===== config.mk =====
export PLATFORM = sky130hd
export DESIGN_NAME = fetch
export DESIGN_NICKNAME = d
export VERILOG_FILES = /design/src/rtl/fetch_pkg.sv /design/src/rtl/fetch.sv
export SDC_FILE = /design/constraint.sdc
export NUM_CORES = 1
export LEC_CHECK = 0
export CAP_MARGIN = 30
export CORE_MARGIN = 5
export CORE_UTILIZATION = 25
export DETAILED_ROUTE_END_ITERATION = 6
export GPL_TIMING_DRIVEN = 0
export SYNTH_ARGS = -nofsm -noshare
export SYNTH_HDL_FRONTEND = slang
export SYNTH_SLANG_ARGS = --single-unit

===== constraint.sdc =====
create_clock -name clk -period 1.8 [get_ports clk]
set_input_delay 0.27 -clock clk [delete_from_list [all_inputs] [get_ports clk]]
set_output_delay 0.27 -clock clk [all_outputs]
set_load 0.005 [all_outputs]

===== src/rtl/fetch_pkg.sv =====
// Shared CPU definitions used by the fetch stage.
// Holds the reset PC, the NOP encoding and the fetch FSM encoding.
package fetch_pkg;

  localparam logic [31:0] RESET_PC_DEF = 32'h0000_0000;
  localparam logic [31:0] NOP          = 32'h0000_0000;

  typedef enum logic [1:0] {
    IDLE  = 2'd0,
    REQ   = 2'd1,
    FULL  = 2'd2,
    DRAIN = 2'd3
  } fetch_state_e;

endpackage


===== src/rtl/fetch.sv =====
// Instruction fetch stage: one outstanding imem read, a single
// instruction register toward decode, and redirect handling.
module fetch
  import fetch_pkg::*;
#(
  parameter logic [31:0] RESET_PC = RESET_PC_DEF
) (
  input  logic        clk,
  input  logic        rst,
  output logic        imem_req,
  output logic [31:0] imem_addr,
  input  logic        imem_ack,
  input  logic [31:0] imem_data,
  input  logic        stall,
  input  logic        pc_load,
  input  logic [31:0] pc_target,
  output logic [31:0] ir,
  output logic        ir_valid,
  output logic [31:0] ir_pc,
  output logic [31:0] pc_plus4
);

  fetch_state_e state_q, state_d;
  logic [31:0]  pc_q, pc_d;
  logic         req_q, req_d;
  logic [31:0]  addr_q, addr_d;
  logic [31:0]  ir_q, ir_d;
  logic         vld_q, vld_d;
  logic [31:0]  irpc_q, irpc_d;
  logic [31:0]  p4_q, p4_d;
  logic [31:0]  tgt;

  assign tgt = {pc_target[31:2], 2'b00};

  always_comb begin
    state_d = state_q;
    pc_d    = pc_q;
    req_d   = req_q;
    addr_d  = addr_q;
    ir_d    = ir_q;
    vld_d   = vld_q;
    irpc_d  = irpc_q;
    p4_d    = p4_q;
    unique case (state_q)
      IDLE: begin
        if (pc_load) begin
          pc_d  = tgt;
          vld_d = 1'b0;
        end else begin
          req_d   = 1'b1;
          addr_d  = pc_q;
          state_d = REQ;
        end
      end
      REQ, DRAIN: begin
        if (imem_ack && pc_load) begin
          // Redirect lands with the ack: drop data, reissue at target.
          addr_d  = tgt;
          pc_d    = tgt;
          state_d = REQ;
        end else if (imem_ack) begin
          if (state_q == REQ) begin
            ir_d    = imem_data;
            irpc_d  = addr_q;
            p4_d    = addr_q + 32'd4;
            vld_d   = 1'b1;
            pc_d    = addr_q + 32'd4;
            req_d   = 1'b0;
            state_d = FULL;
          end else begin
            addr_d  = pc_q;
            state_d = REQ;
          end
        end else if (pc_load) begin
          pc_d    = tgt;
          state_d = DRAIN;
        end
      end
      FULL: begin
        if (pc_load) begin
          pc_d    = tgt;
          vld_d   = 1'b0;
          state_d = IDLE;
        end else if (!stall) begin
          vld_d   = 1'b0;
          req_d   = 1'b1;
          addr_d  = pc_q;
          state_d = REQ;
        end
      end
    endcase
  end

  always_ff @(posedge clk) begin
    if (rst) begin
      state_q <= IDLE;
      pc_q    <= RESET_PC;
      req_q   <= 1'b0;
      addr_q  <= RESET_PC;
      ir_q    <= NOP;
      vld_q   <= 1'b0;
      irpc_q  <= 32'h0000_0000;
      p4_q    <= 32'h0000_0004;
    end else begin
      state_q <= state_d;
      pc_q    <= pc_d;
      req_q   <= req_d;
      addr_q  <= addr_d;
      ir_q    <= ir_d;
      vld_q   <= vld_d;
      irpc_q  <= irpc_d;
      p4_q    <= p4_d;
    end
  end

  assign imem_req  = req_q;
  assign imem_addr = addr_q;
  assign ir        = ir_q;
  assign ir_valid  = vld_q;
  assign ir_pc     = irpc_q;
  assign pc_plus4  = p4_q;

endmodule


==> metrics, run 1 <==
Crit Path Category reg -> reg; die area about 0.032 mm^2; number of I/O pins 199; leak pwr 4.12 nW; fin. max-slew vios 0; violated checks negative setup slack; Vias 7,617; Worst Hold Depth 3; CTS tree built; synthesis-stage register bit count 162; layout cell share with drive strength beyond 1 0.188; leading cell types in the layout, fill and taps excluded clkdlybuf4s50_1, nand2_1, dfxtp_1; PwrDens 861 mW/mm^2; Peak VDD IR 0.468 mV; status finished, violations left; worst skew pair latency about 0.43 ns; H-tree levels 4; fill cell total of the finished layout 2,862; largest net degree at the start of global routing 17; Worst setup EP type register; post-DR vias/cell 4.95; input/output buffers ~190; Final GP Congestion 0.875; depth of the most critical reg-to-reg path 6; die width 179 um; Async S/R FF share, synth 0; CP Launch Type register; Setup Skew 0.0113 ns; worst-path maximum fanout 5; site row count 61; Mapped Area 0.00711 mm^2; DRC 0; ys flop type dfxtp_1; ANT nets after route 0; Synth Net Count 972; Fin. Hold Viols 0; Synth Instances 902; wire length per cell 19.0 um; Clock Path Buffers 2; Placed Cells 1,473; max cap viols 0; Global Route Usage Sum 0.174; first-pass GRT wire length 42,400 um; Worst Path Buf+Inv 1; crit path DAT 2.13 ns; Cell Chain, Critical Path clkbuf_8, nand4_4, or4_4, o21a_1, o21ai_2, a211oi_1; setup ws final -0.0620 ns; Post-synth EDFFs 0; total grt overflow 0; Clk pin slew, worst setup/hold paths 0.06 ns; core area between 0.02 and 0.03 mm^2; Required @ worst endpoint 2.07 ns; final setup vio count 8; number of stages on the worst setup path 6; critical path's slowest cell or4_4; sequential-to-total area share from yosys stat 0.456; Synth-to-Final Area Change 56.5%; post-DP HPWL 21,000 um; total clock sinks between 150 and 200; pre-CTS WS -0.915 ns; RSZ-0062 raised after global routing true; initial antenna violation count 4; CP max stage delay 0.64 ns; top cell family by delay on the critical path simple AND/OR/NAND/NOR gates; CTS buffer count 17; fin crit period 1.86 ns; Yosys Warn Count 0; most common cell after layout, fill and taps aside clkdlybuf4s50_1; DIE HEIGHT 179 um; vias in the first global route 7,205; Layout Nets 1,216; 1st-iter DRT viols 682; Worst-Margin Slew 0.796 ns; Final Cycle Share 1.03; Distinct cells, synth 54; fmax ~540 MHz; final WL 29,200 um; Starting Density 0.254; Root Driver clkbuf_16; drt pass-1 iters 5; Slew HR 0.469; mean post-synth cell area 7.88 um^2; min-delay worst type in -> reg; non-filler cells, final 1,538
## worst min-delay path: cells and delay by family
family	cells	cell delay [ns]
buffers and inverters	1	0.19
AND/OR/NAND/NOR	1	0.17
AO/OA/AOI/OAI	1	0.14
## per-stage QoR
| step | power [mW] | hold slack (ns) | area [um^2] | utilization | setup TNS [ns] |
|---|---|---|---|---|---|
| after floorplan | 4.61 | 0.406 | 7110 | - | 0 |
| after global placement | 5.32 | 0.440 | 9520 | 0.341 | -74.01 |
| after detailed placement | 5.34 | 0.447 | 9520 | 0.341 | -75.38 |
| after CTS | 9.52 | 0.335 | 10700 | 0.381 | -0.204 |
| after global routing | 9.90 | 0.380 | 11100 | 0.398 | -1.87 |
| final | 9.57 | 0.371 | 11100 | 0.398 | -0.254 |
## area by class of cell
class | instances | area (um^2) | share of cell area
multi-input cells | 648 | 3990 | 0.359
flip-flops and latches | 162 | 3290 | 0.296
repair buffers | 226 | 2200 | 0.198
well taps | 378 | 473 | 0.0425
clock buffers | 23 | 468 | 0.0421
plain buffers | 77 | 465 | 0.0419
clock inverters | 9 | 178 | 0.0160
inverters | 14 | 52.6 | 0.00473
diodes | 1 | 2.50 | 0.000225
## state kept, by name, summed over array words and instances (netlist names)
signal / count
imem_req: 1
state_q: 2
ir: 32
imem_addr: 32
ir_valid: 1
pc_plus4: 30
ir_pc: 32
pc_q: 32
## synth_stat cells (10+ instances only)
| cell | n | area, um^2 |
|---|---|---|
| a21oi_1 | 112 | 561 |
| nor3_1 | 50 | 250 |
| inv_1 | 14 | 52.6 |
| nor2_1 | 120 | 450 |
| o21ai_0 | 21 | 105 |
| buf_1 | 10 | 37.5 |
| xor2_1 | 12 | 105 |
| nand3_1 | 18 | 90.1 |
| mux2i_1 | 31 | 310 |
| clkbuf_1 | 56 | 210 |
| dfxtp_1 | 162 | 3240 |
| nand2_1 | 152 | 571 |
| a211oi_1 | 49 | 368 |
## cells by family after synthesis
family          synth area share
compound gates             0.188
xor+xnor                  0.0234
fa+ha+maj                0.00176
buf+inv                   0.0523
flops                      0.456
mux                       0.0437
simple gates               0.234
## power by group
part / leakage [nW] / internal [mW] / total [mW] / switching (mW)
clock network: 0.304 / 2.54 / 4.06 / 1.52
registers: 1.33 / 3.78 / 3.99 / 0.217
logic: 2.48 / 0.736 / 1.52 / 0.781
total: 4.12 / 7.05 / 9.57 / 2.52
## path summary, 6_finish.rpt
kind | startpoint | slack, ns | endpoint
min | rst | 0.37 | pc_plus4[7]
max | imem_addr[5] | -0.06 | pc_q[21]
min reg2reg | ir_pc[13] | 0.45 | ir_pc[13]
max reg2reg | imem_addr[5] | -0.06 | pc_q[21]
## per-layer routing
| metal | vias to the layer above | track usage | part of all wire |
|---|---|---|---|
| li1 | 3605 | - | - |
| met1 | 3618 | 0.223 | 0.41 |
| met2 | 329 | 0.278 | 0.47 |
| met3 | 57 | 0.0519 | 0.083 |
| met4 | 8 | 0.0640 | 0.026 |
| met5 | - | 0 | 0.0018 |
## repair_timing
| action | CTS | global route |
|---|---|---|
| hold buffers | 0 | 0 |
| pin swaps | 24 | 39 |
| setup endpoints to repair | 158 | 149 |
| buffers inserted | 20 | 13 |
| gates resized for setup | 111 | 110 |
| gates cloned | 0 | 0 |
No activity file was read; power rests on OpenSTA's default activity.
==> run 2: changes to the inputs <==
- ABC_AREA: unset -> 1
- TNS_END_PERCENT: unset -> 50
==> run 2 against run 1 <==
  * The run still ends with negative setup slack left
  * Die area grew 4.5%
  * Combinational power grew 19%
  * Setup slack gained 0.057 ns
  * First-iteration DRC count grew 21%
==> metrics, run 2 <==
top-count cell post-synth nand2_1; Worst Path Buf+Inv 4 (+3); RSZ-0062 raised after global routing true; Global Route Usage Sum 0.185 (+0.0103); initial antenna violation count 2 (-2); cts hold-fix bufs 0 (unchanged); Synth Net Count 1,104 (+14%); top post-synthesis cells by area dfxtp_1, nand2_1, o21ai_0; CTS tree built; fin crit period 1.81 ns (-0.0567 ns); setup ws final -0.00533 ns (+0.0567 ns); CP max stage delay 0.38 ns (-0.26 ns); total grt overflow 0 (unchanged); Distinct cells, synth 39 (-28%); wire length per cell 19.1 um (+0.70%); switching power total 2.88 mW (+14%); Synth Instances 1,034 (+15%); Cell Chain, Critical Path inv_2, buf_4, nor2_8, buf_6, buf_6, o22ai_1, o21ai_0, a21oi_1; max cap viols 0 (unchanged); total clock sinks 162 (unchanged); Post-synth EDFFs 0 (unchanged); Peak VDD IR 0.457 mV (-2.3%); Antenna Cells 0 (-1); die width 183 um (+2.2%); CTS buffer count 17 (unchanged); number of I/O pins 199 (unchanged); DRC 0 (unchanged); number of stages on the worst setup path 8 (+2); Required @ worst endpoint 2.11 ns (+0.04 ns); min-delay worst type in -> reg; Worst Hold Depth 3 (unchanged); synthesis-stage register bit count 162 (unchanged); post-DP HPWL 24,300 um (+16%); fmax 554 MHz (+3.1%); worst skew pair latency 0.43 ns (about the same); worst-path maximum fanout 10 (+5); mean post-synth cell area 7.20 um^2 (-8.6%); Crit Path Category reg -> reg; DIE HEIGHT 183 um (+2.2%); Setup Skew 0.00885 ns (-0.00249 ns); Fin. Hold Viols 0 (unchanged); status finished, violations left; depth of the most critical reg-to-reg path 8 (+2); Seq pwr share 0.421 (+0.004); CP Launch Type register; post-route setup TNS -0.00533 ns (+0.249 ns); Starting Density 0.252 (-0.00260); Mapped Area 0.00744 mm^2 (+4.7%); core area 0.0296 mm^2 (+5.8%); Final GP Congestion 0.959 (+9.6%); Vias 8,139 (+6.9%); top cell family by delay on the critical path buffers and inverters; final setup vio count 1 (-7); post-DR vias/cell 4.89 (-1.2%); Clk pin slew, worst setup/hold paths 0.07 ns (about the same); sw frac 0.300 (+0.0363); fin. max-slew vios 0 (unchanged); drt pass-1 iters 6 (+1); Worst setup EP type register; sequential-to-total area share from yosys stat 0.436 (-0.0206); largest net degree at the start of global routing 17 (unchanged); cell mode on critical path buf_6; Worst-Margin Slew 0.732 ns (-0.0638 ns); violated checks negative setup slack; 1st-iter DRT viols 828 (+21%); ANT nets after route 0 (unchanged); crit path DAT 2.12 ns (about the same); Root Driver clkbuf_16; top cell type's share of synthesized area 0.436 (-0.0206); site row count 63 (+3.3%); Yosys Warn Count 0 (unchanged); Final Cycle Share 1.00 (-0.0315); Slew HR 0.512 (+0.0426); clock network fraction of design power 0.391 (-0.033); layout cell share with drive strength beyond 1 0.134 (-0.0546); die area 0.0333 mm^2 (+4.5%); most common cell after layout, fill and taps aside nand2_1; ys flop type dfxtp_1; Final Util 0.367 (-0.0313); Layout Nets 1,330 (+9.4%); Synth-to-Final Area Change 45.6%; PwrDens 887 mW/mm^2 (+3.1%); first-pass GRT wire length 47,100 um (+11%); leading cell types in the layout, fill and taps excluded nand2_1, clkdlybuf4s50_1, dfxtp_1; leak pwr 4.17 nW (+1.3%); vias in the first global route 7,837 (+8.8%); design area 0.0108 mm^2 (-2.5%); internal power component 6.74 mW (-4.4%); input/output buffers 196 (+1.6%); Logic pwr share 0.188 (+0.029); final WL 31,800 um (+8.9%); H-tree levels 4 (unchanged); Placed Cells 1,620 (+10%); Post-DP Area 0.00989 mm^2 (+4.0%); Clock Path Buffers 2 (unchanged); Post-synth top cells nand2_1, dfxtp_1, nor2_1; non-filler cells, final 1,663 (+8.1%); cell taking the most area after synthesis dfxtp_1; Async S/R FF share, synth 0 (unchanged); critical path's slowest cell dfxtp_2
-- run 2: metrics by stage --
step	setup slack [ns]	power, mW	hold WS (ns)
floorplan	0.272	4.85	0.405
global placement	-0.752	5.78	0.440
detailed placement	-0.736	5.80	0.453
CTS	-0.0172	9.59	0.403
global route	-0.0330	10.0	0.414
finish	-0.00533	9.62	0.421
-- run 2: tightest hold or removal path, cell delays in order --
cell	delay, ns
clkdlybuf4s50_1	0.39
nor2_1	0.10
nor2_1	0.05
-- run 2: layout make-up --
class	count	area (um^2)
tap	390	488
clock buffer	18	439
sequential	162	3270
clock inverter	14	155
buffer	65	379
multi-input combinational	713	3710
timing repair buffer	207	2050
fill	3102	18700
inverter	94	355
-- run 2: kinds of logic (layout without fill, tap and decap cells) --
kind of cell | after synthesis | in the layout | synth area share
XOR/XNOR | 18 | 18 | 0.0212
buffers and inverters | 159 | 398 | 0.0934
adder cells (fa/ha/maj) | 1 | 1 | 0.00168
multiplexers | 5 | 5 | 0.00689
AND/OR/NAND/NOR | 382 | 382 | 0.210
AO/OA/AOI/OAI | 307 | 307 | 0.231
flip-flops | 162 | 162 | 0.436
-- run 2: per-layer routing --
layer / track usage / up-vias / share of wire
met4: 0.0615 / 2 / 0.028
met1: 0.235 / 3756 / 0.41
li1: - / 3870 / -
met2: 0.298 / 456 / 0.46
met5: 0 / - / 0.00022
met3: 0.0560 / 55 / 0.10
-- run 2: final timing paths --
kind / slack [ns] / startpoint / end
max: -0.005 / state_q[0] / imem_addr[7]
min: 0.42 / imem_data[17] / ir[17]
max reg2reg: -0.005 / state_q[0] / imem_addr[7]
min reg2reg: 0.46 / pc_plus4[22] / pc_plus4[22]
-- run 2: power by group through the flow --
stage	clock network [mW]	registers, mW	logic (mW)
after floorplan	0	4.06	0.781
after global placement	0	4.11	1.68
after detailed placement	0	4.11	1.69
after CTS	3.82	4.04	1.72
after global routing	4.01	4.08	1.94
final	3.76	4.05	1.81
-- run 2: repair_timing --
item / in CTS / in global routing
gates resized for setup: 25 / 58
endpoints found under the hold margin: 0 / 0
pin swaps: 3 / 10
setup buffers: 3 / 8
setup endpoints to repair: 89 / 154
==> run 3: changes to the inputs <==
- CTS_CLUSTER_DIAMETER: unset -> 30
==> results of run 3 <==
Same layout as run 2: the final DEF is identical, and so are final timing and power.
